[src/rtl/uart_pkg.sv]
// Shared UART definitions: state encoding, clocks-per-bit helper and parity helper.
package uart_pkg;

  localparam int UART_DATA_W = 8;

  localparam logic [2:0] S_IDLE      = 3'd0;
  localparam logic [2:0] S_START     = 3'd1;
  localparam logic [2:0] S_DATA      = 3'd2;
  localparam logic [2:0] S_PARITY    = 3'd3;
  localparam logic [2:0] S_STOP      = 3'd4;
  localparam logic [2:0] S_WAIT_IDLE = 3'd5;

  typedef enum logic [2:0] {
    IDLE      = S_IDLE,
    START     = S_START,
    DATA      = S_DATA,
    PARITY    = S_PARITY,
    STOP      = S_STOP,
    WAIT_IDLE = S_WAIT_IDLE
  } rx_state_e;

  function automatic int calc_cpb(input int clk_freq, input int baud);
    return clk_freq / baud;
  endfunction

  function automatic logic even_parity(input logic [UART_DATA_W-1:0] d);
    return ^d;
  endfunction

endpackage

[src/rtl/uart_rx_if.sv]
// Receiver-side bus of the UART: serial input plus byte/strobe outputs.
// UART_RX_PARITY_EN adds the parity_err strobe.
interface uart_rx_if;
  import uart_pkg::*;

  logic                   rx;
  logic [UART_DATA_W-1:0] data;
  logic                   valid;
  logic                   busy;
  logic                   frame_err;
`ifdef UART_RX_PARITY_EN
  logic                   parity_err;

  modport master (input rx, output data, output valid, output busy, output frame_err,
                  output parity_err);
  modport slave  (output rx, input data, input valid, input busy, input frame_err,
                  input parity_err);
`else
  modport master (input rx, output data, output valid, output busy, output frame_err);
  modport slave  (output rx, input data, input valid, input busy, input frame_err);
`endif

endinterface

[src/rtl/uart_rx_sync.sv]
// Two-flop synchroniser for the asynchronous rx pin; resets to the idle-high level.
module uart_rx_sync (
  input  logic clk,
  input  logic rst,
  input  logic async_i,
  output logic sync_o
);

  logic [1:0] ff_d;
  logic [1:0] ff_q;

  always_comb begin
    ff_d = {ff_q[0], async_i};
  end

  always_ff @(posedge clk) begin
    if (rst) begin
      ff_q <= 2'b11;
    end else begin
      ff_q <= ff_d;
    end
  end

  assign sync_o = ff_q[1];

endmodule

[src/rtl/uart_rx.sv]
// 8N1 UART receiver with mid-bit sampling and stop-bit check.
// Define UART_RX_PARITY_EN for 8E1 framing with a parity_err strobe.
module uart_rx
  import uart_pkg::*;
#(
  parameter int CLK_FREQ = 100_000_000,
  parameter int BAUD     = 115200
) (
  input  logic      clk,
  input  logic      rst,
  uart_rx_if.master bus
);

  localparam int CPB   = calc_cpb(CLK_FREQ, BAUD);
  localparam int CNT_W = (CPB > 1) ? $clog2(CPB) : 1;
  localparam logic [CNT_W-1:0] CNT_LAST = CNT_W'(CPB - 1);
  localparam logic [CNT_W-1:0] CNT_HALF = CNT_W'(CPB / 2 - 1);
  localparam logic [CNT_W-1:0] CNT_ZERO = {CNT_W{1'b0}};
  localparam logic [CNT_W-1:0] CNT_ONE  = CNT_W'(1);

  logic rx_s;

  rx_state_e              state_d, state_q;
  logic [CNT_W-1:0]       cnt_d, cnt_q;
  logic [2:0]             idx_d, idx_q;
  logic [UART_DATA_W-1:0] shreg_d, shreg_q;
  logic [UART_DATA_W-1:0] data_d, data_q;
  logic                   valid_d, valid_q;
  logic                   busy_d, busy_q;
  logic                   frame_err_d, frame_err_q;
`ifdef UART_RX_PARITY_EN
  logic                   par_bit_d, par_bit_q;
  logic                   parity_err_d, parity_err_q;
`endif

  uart_rx_sync u_sync (
    .clk     (clk),
    .rst     (rst),
    .async_i (bus.rx),
    .sync_o  (rx_s)
  );

  always_comb begin
    state_d     = state_q;
    cnt_d       = cnt_q;
    idx_d       = idx_q;
    shreg_d     = shreg_q;
    data_d      = data_q;
    valid_d     = 1'b0;
    frame_err_d = 1'b0;
`ifdef UART_RX_PARITY_EN
    par_bit_d    = par_bit_q;
    parity_err_d = 1'b0;
`endif

    case (state_q)
      IDLE: begin
        cnt_d = CNT_ZERO;
        if (!rx_s) begin
          state_d = START;
        end else begin
          state_d = IDLE;
        end
      end

      // Start bit must still be low at its midpoint, otherwise it was a glitch.
      START: begin
        if (cnt_q == CNT_HALF) begin
          cnt_d = CNT_ZERO;
          idx_d = 3'd0;
          if (!rx_s) begin
            state_d = DATA;
          end else begin
            state_d = IDLE;
          end
        end else begin
          cnt_d = cnt_q + CNT_ONE;
        end
      end

      DATA: begin
        if (cnt_q == CNT_LAST) begin
          cnt_d   = CNT_ZERO;
          shreg_d = {rx_s, shreg_q[UART_DATA_W-1:1]};
          idx_d   = idx_q + 3'd1;
          if (idx_q == 3'd7) begin
`ifdef UART_RX_PARITY_EN
            state_d = PARITY;
`else
            state_d = STOP;
`endif
          end else begin
            state_d = DATA;
          end
        end else begin
          cnt_d = cnt_q + CNT_ONE;
        end
      end

      PARITY: begin
`ifdef UART_RX_PARITY_EN
        if (cnt_q == CNT_LAST) begin
          cnt_d     = CNT_ZERO;
          par_bit_d = rx_s;
          state_d   = STOP;
        end else begin
          cnt_d = cnt_q + CNT_ONE;
        end
`else
        cnt_d   = CNT_ZERO;
        state_d = IDLE;
`endif
      end

      // Frame error outranks parity error; either one suppresses the data update.
      STOP: begin
        if (cnt_q == CNT_LAST) begin
          cnt_d = CNT_ZERO;
          if (!rx_s) begin
            frame_err_d = 1'b1;
            state_d     = WAIT_IDLE;
`ifdef UART_RX_PARITY_EN
          end else if (par_bit_q != even_parity(shreg_q)) begin
            parity_err_d = 1'b1;
            state_d      = IDLE;
`endif
          end else begin
            data_d  = shreg_q;
            valid_d = 1'b1;
            state_d = IDLE;
          end
        end else begin
          cnt_d = cnt_q + CNT_ONE;
        end
      end

      WAIT_IDLE: begin
        cnt_d = CNT_ZERO;
        if (rx_s) begin
          state_d = IDLE;
        end else begin
          state_d = WAIT_IDLE;
        end
      end

      default: begin
        cnt_d   = CNT_ZERO;
        state_d = IDLE;
      end
    endcase

    busy_d = (state_d != IDLE);
  end

  always_ff @(posedge clk) begin
    if (rst) begin
      state_q     <= IDLE;
      cnt_q       <= CNT_ZERO;
      idx_q       <= 3'd0;
      shreg_q     <= 8'h00;
      data_q      <= 8'h00;
      valid_q     <= 1'b0;
      busy_q      <= 1'b0;
      frame_err_q <= 1'b0;
`ifdef UART_RX_PARITY_EN
      par_bit_q    <= 1'b0;
      parity_err_q <= 1'b0;
`endif
    end else begin
      state_q     <= state_d;
      cnt_q       <= cnt_d;
      idx_q       <= idx_d;
      shreg_q     <= shreg_d;
      data_q      <= data_d;
      valid_q     <= valid_d;
      busy_q      <= busy_d;
      frame_err_q <= frame_err_d;
`ifdef UART_RX_PARITY_EN
      par_bit_q    <= par_bit_d;
      parity_err_q <= parity_err_d;
`endif
    end
  end

  assign bus.data      = data_q;
  assign bus.valid     = valid_q;
  assign bus.busy      = busy_q;
  assign bus.frame_err = frame_err_q;
`ifdef UART_RX_PARITY_EN
  assign bus.parity_err = parity_err_q;
`endif

endmodule
[src/flat_wrapper.sv]
// flat-port wrapper written by rule: the top's interface ports become plain ports
module uart_rx_flat import uart_pkg::*;
#(
  parameter int CLK_FREQ = 100_000_000,
  parameter int BAUD     = 115200
)
  (clk, rst, bus_rx, bus_data, bus_valid, bus_busy, bus_frame_err);
  uart_rx_if bus_i ();
  input  logic clk;
  input  logic rst;
  input wire logic [$bits(bus_i.rx)-1:0] bus_rx;
  output wire logic [$bits(bus_i.data)-1:0] bus_data;
  output wire logic [$bits(bus_i.valid)-1:0] bus_valid;
  output wire logic [$bits(bus_i.busy)-1:0] bus_busy;
  output wire logic [$bits(bus_i.frame_err)-1:0] bus_frame_err;
  assign bus_i.rx = bus_rx;
  assign bus_data = bus_i.data;
  assign bus_valid = bus_i.valid;
  assign bus_busy = bus_i.busy;
  assign bus_frame_err = bus_i.frame_err;
  uart_rx #(.CLK_FREQ(CLK_FREQ), .BAUD(BAUD)) u_core (.clk(clk), .rst(rst), .bus(bus_i));
endmodule
[config.mk]
export PLATFORM = sky130hd
export DESIGN_NAME = uart_rx_flat
export DESIGN_NICKNAME = d
export VERILOG_FILES = /design/src/rtl/uart_pkg.sv /design/src/rtl/uart_rx_if.sv /design/src/rtl/uart_rx_sync.sv /design/src/rtl/uart_rx.sv /design/src/flat_wrapper.sv
export SDC_FILE = /design/constraint.sdc
export NUM_CORES = 1
export LEC_CHECK = 0
export CAP_MARGIN = 5
export CORE_UTILIZATION = 50
export CTS_BUF_LIST = sky130_fd_sc_hd__clkbuf_4
export CTS_CLUSTER_DIAMETER = 50
export DETAILED_ROUTE_END_ITERATION = 12
export PLACE_DENSITY = 0.76
export SYNTH_ARGS = -nofsm -noshare
export SYNTH_HDL_FRONTEND = slang
export SYNTH_SLANG_ARGS = --single-unit
[constraint.sdc]
create_clock -name clk -period 2.8 [get_ports clk]
set_input_delay 0.84 -clock clk [delete_from_list [all_inputs] [get_ports clk]]
set_output_delay 0.84 -clock clk [all_outputs]
set_load 0.005 [all_outputs]
# Word-level counts from Yosys, hierarchy flattened
# Index checks and enable logic that the tools add are counted.
[word_totals]
word_cells = 46
output_inout_bits = 11
ff_bits = 37
[classes]
n_bitwise = 2
n_addsub = 2
eq_ne = 9
muxes = 16
reduce_logical = 8
[op_table]
columns = ["cell", "count"]
rows = [
  ["$mux W3", 7],
  ["$mux W10", 2],
  ["$pmux W10 S2", 1],
  ["$pmux W3 S5", 1],
  ["$add A10 B1 Y10 const B", 1],
  ["$eq A10 B10 Y1 const B", 1],
  ["$eq A10 B9 Y1 const B", 1],
  ["$eq A3 B3 Y1 const B", 3],
  ["$pmux W3 S2", 1],
  ["$reduce_and A3 Y1", 2],
  ["$ne A2 B1 Y1 const B", 2],
  ["$add A3 B1 Y3 const B", 1],
  ["$eq A3 B1 Y1 const B", 1],
  ["$eq A3 B2 Y1 const B", 1],
  ["$logic_not A3 Y1", 1],
  ["$mux W1", 3],
  ["$reduce_bool A3 Y1", 1],
  ["$reduce_or A3 Y1", 1],
  ["$mux W2", 1],
  ["$not A1 Y1", 2],
  ["$reduce_and A2 Y1", 1],
  ["$reduce_bool A2 Y1", 1],
  ["$reduce_or A2 Y1", 1],
]

# Longest topological paths before layout
[depth]
ltp_word = 5
depth_mapped = 7
ltp_nobuf = 7

# By module
# Synthesis repeated with hierarchy kept, for this count alone.
[hier_totals]
hier_cells = 172
hier_area_um2 = 1664.1
[modules_own_cells]
columns = ["module", "cells_each", "seq_area_each_um2", "area_each_um2", "instances"]
rows = [
  ["uart_rx", 168, 700.7, 1611.5, 1],
  ["uart_rx_sync", 4, 40.0, 52.6, 1],
]

# Least setup slack after synthesis
# Ideal clock, no wire load.
[synth_path]
path_kind = "reg-to-reg"
from = "register u_core.cnt_q[0]"
to = "register u_core.busy_q, in the netlist u_core.bus.busy"
slack_ns = 1.043
setup_time_ns = 0.129
arrival_ns = 1.628
path_buffers = 1
stages_incl_launch_ff = 8
period_less_slack_ns = 1.757
cell_sequence = "dfxtp_1 > ha_1 > nor4bb_1 > nor3b_4 > buf_6 > nand2_1 > a22oi_1 > a31oi_1"
[synth_between]
elab_chain_len = 4
elab_cells_between_ends = 7
classes_between = "eq/ne (2); mux (4); reduce/logical (1)"
[synth_lines]
columns = ["element", "line_no", "rtl"]
rows = [
  ["start, declared", "uart_rx.sv:24", "logic [CNT_W-1:0] cnt_d, cnt_q;"],
  ["start signal, assigned", "uart_rx.sv:171", "cnt_q <= cnt_d;"],
  ["$eq A10 B10 Y1 / $eq A10 B9 Y1 (equally long branches)", "uart_rx.sv:82, uart_rx.sv:117, uart_rx.sv:68", ""],
  ["$mux W3, on equally long branches", "uart_rx.sv:117, uart_rx.sv:68, uart_rx.sv:82", ""],
  ["$pmux W3 S5 (*)", "uart_rx.sv:56", "case (state_q)"],
  ["$reduce_bool A3 Y1 (*)", "uart_rx.sv:152", "busy_d = (state_d != IDLE);"],
  ["end signal, assigned", "uart_rx.sv:176", "busy_q <= busy_d;"],
  ["end, declared", "uart_rx.sv:29", "logic busy_d, busy_q;"],
]
# Every way passes the cells marked *; elsewhere a longest branch is shown, timed or not.
# A chain may end at the register's enable or synchronous reset.

# Worst setup path after layout
[layout_path]
from = "register u_core.cnt_q[0]"
to = "register u_core.cnt_q[6]"
[layout_between]
elab_chain_len = 3
elab_cells_between_ends = 6
classes_between = "add/sub (1); eq/ne (2); mux (3)"
[layout_lines]
columns = ["element", "line_no"]
rows = [
  ["$add A10 B1 Y10, or another cell as far along", "uart_rx.sv:77, uart_rx.sv:96, uart_rx.sv:133"],
  ["$mux W10, on equally long branches", "uart_rx.sv:82, uart_rx.sv:117, uart_rx.sv:68"],
  ["$pmux W10 S2 (*)", "uart_rx.sv:56"],
]
# Marked as above.

==> impl_metrics.json <==
{
  "dp_cells": 223,
  "hpwl_mm": 1.93,
  "firstDrtPassIters": 4,
  "synth_area_um2": 1590,
  "synth_edf_count": 0,
  "fp.dieW_um": 58.4,
  "synth.most_common_cell": "dfxtp_1",
  "async_reset_ff_share_pct": 0,
  "insertion_delay_ps": 340,
  "diodes": 0,
  "layout.cells.non_filler": 231,
  "start_util_pct": 52.4,
  "synth-seq-cells": 37,
  "ys_top_cells_by_count": "dfxtp_1, nor2_1, nand2_1, nand3_1, mux2i_1",
  "yosys-top-cells-area": "dfxtp_1, nor2_1, mux2i_1, xnor2_1, nand3_1",
  "power_switching_mw": 0.182,
  "htreeDepth": 2,
  "drv_slew": 0,
  "syn_nets": 178,
  "cts_resized": 0,
  "fin_crit_ps": 2130,
  "syn_avg_cell_area_um2": 9.29,
  "clkPwrFrac_pct": 33.0,
  "cts_tree": "built",
  "p_int_mw": 0.644,
  "synth_top_area_share_pct": 46.7,
  "drv_cap": 0,
  "drt-wirelength-per-cell_um": 11.4,
  "ys_warn_count": 0,
  "hold_buffers": 0,
  "critPathLaunchType": "flip-flop",
  "crit_fanout": 14,
  "root_buffer": "clkbuf_4",
  "synth_cells": 171,
  "setup_violations": 0,
  "post_cts_buffers": 0,
  "rows": 20,
  "cts_max_path_buffers": 2,
  "core_um2": 3030,
  "io_buffer_count": 13,
  "ant_nets": 0,
  "finalWirelength_mm": 2.64,
  "grt_pass1_vias": 1059,
  "critPathCaptureType": "flip-flop",
  "tightest_slew_ps": 548,
  "status": "finished clean",
  "die_y_um": 58.4,
  "viasPerCell": 5.15,
  "rsz0062_at_grt": "no",
  "grt_overflow": 0,
  "critPathKind": "reg2reg",
  "die-area_um2": 3400,
  "tns_ps": 0,
  "power.leakage_nw": 0.676,
  "clkTransAtPathRegs_ps": 100,
  "synth_cell_types": 35,
  "cp_data_arrival_time_ps": 2350,
  "numCtsBuffers": 5,
  "grt_usage_pct": 18.0,
  "ys_dominant_reg_cell": "dfxtp_1",
  "globalplace.congestion": 0.871,
  "hold_viol": 0,
  "netSwitchingFraction_pct": 22.0,
  "io_pins": 14,
  "hp-start": "u_core.u_sync.ff_q[0]$_SDFF_PP1_",
  "drcViolationCount": 0,
  "p_total_mw": 0.826,
  "grt_pass1_wl_mm": 4.53,
  "ys_seq_area_share_pct": 46.7,
  "r2r_start": "u_core.cnt_q[0]$_SDFF_PP0_",
  "cp.required_ps": 3020,
  "grt_max_degree": 15,
  "drive_gt1_share_pct": 11.2,
  "cts.sinks": 37,
  "vias": 1190,
  "nNetsFinal": 193,
  "power.density_nw_per_um2": 461,
  "drt-initial-drc-count": 29,
  "skew_ps": 8.64,
  "crit_path_start": "u_core.cnt_q[0]$_SDFF_PP0_",
  "relSlewSlack_pct": 63.3,
  "seqPwrFrac_pct": 64.5,
  "areaGrowthSynthToFinish_pct": 12.7,
  "synth_top_area_cell": "dfxtp_1",
  "ir_drop_mv": 0.271,
  "comb_power_share_pct": 2.5,
  "fmaxAchievable_mhz": 469,
  "hold_class": "reg2reg",
  "fin_crit_sh_pct": 76.1,
  "grt_antenna_before_repair": 0
}
## metal layers
layer	GRT usage [%]	vias up	wire length (um)
met3	6.59	7	113
met1	22.7	550	1240
met5	0	-	0
met2	27.3	27	1230
met4	9.18	0	55
li1	-	606	-
## worst paths after layout
check / endpoint / slack (ps) / cells past startpoint
worst max register to register: u_core.cnt_q[6]$_SDFF_PP0_ / 670 / 7
worst max-delay path: u_core.cnt_q[6]$_SDFF_PP0_ / 670 / 7
worst min register to register: u_core.u_sync.ff_q[1]$_SDFF_PP1_ / 420 / 1
worst min-delay path: u_core.u_sync.ff_q[1]$_SDFF_PP1_ / 420 / 1
## flip-flops by register name (all words and copies together), names as in the netlist
signal,cells
u_core.u_sync.ff_q,2
u_core.bus.valid,1
u_core.cnt_q,10
u_core.bus.data,8
u_core.bus.frame_err,1
u_core.idx_q,3
u_core.bus.busy,1
u_core.shreg_q,8
u_core.state_q,3
## logic make-up (layout without fill, tap and decap cells)
kind of cell | count (synthesis) | after routing | share of synthesized area [%]
compound gates | 15 | 15 | 5.99
mux | 11 | 11 | 6.93
simple gates | 82 | 82 | 27.0
buf+inv | 12 | 28 | 4.81
xor+xnor | 10 | 10 | 5.52
flops | 37 | 37 | 46.7
fa+ha+maj | 4 | 4 | 3.15
## power by group through the flow
| stage | registers, mW | logic [mW] | clock network (mW) |
|---|---|---|---|
| CTS | 0.533 | 0.0204 | 0.284 |
| detailed placement | 0.545 | 0.0202 | 0 |
| floorplan | 0.544 | 0.0128 | 0 |
| finish | 0.533 | 0.0204 | 0.272 |
| global placement | 0.545 | 0.0199 | 0 |
| global route | 0.533 | 0.0227 | 0.302 |
## critical path, cell delays in order, from the launching register on
cell,delay [ps]
dfxtp_1,410
ha_1,250
nor4bb_1,320
nor3b_4,260
buf_4,210
nor3_1,80
o21bai_2,380
nor2_1,110
## layout make-up
cell class	count	area, um^2
fillers	260	1240
multi-input cells	122	771
flip-flops and latches	37	741
repair buffers	16	153
well taps	44	55.1
clock buffers	6	45.0
inverters	4	15.0
clock inverters	2	10.0
## layout by cell type, fill, tap and decap left out, types with 4 or more instances in the layout
cell,n
nand3_1,13
mux2i_1,11
nor2_1,30
a21oi_1,9
nand2_1,13
ha_1,4
xnor2_1,8
nor3_1,4
clkbuf_4,6
clkdlybuf4s50_1,13
dfxtp_1,37
inv_1,4
## per-stage QoR
step / hold slack, ps / utilization (%) / cell area [um^2] / worst slack (ps)
after floorplan: 389 / - / 1590 / 1040
after global placement: 397 / 57.3 / 1730 / 713
after detailed placement: 400 / 57.3 / 1730 / 663
after CTS: 425 / 59.1 / 1790 / 664
after global routing: 437 / 59.1 / 1790 / 452
final: 420 / 59.1 / 1790 / 670
Note: power is estimated with default switching activity, not from simulation.
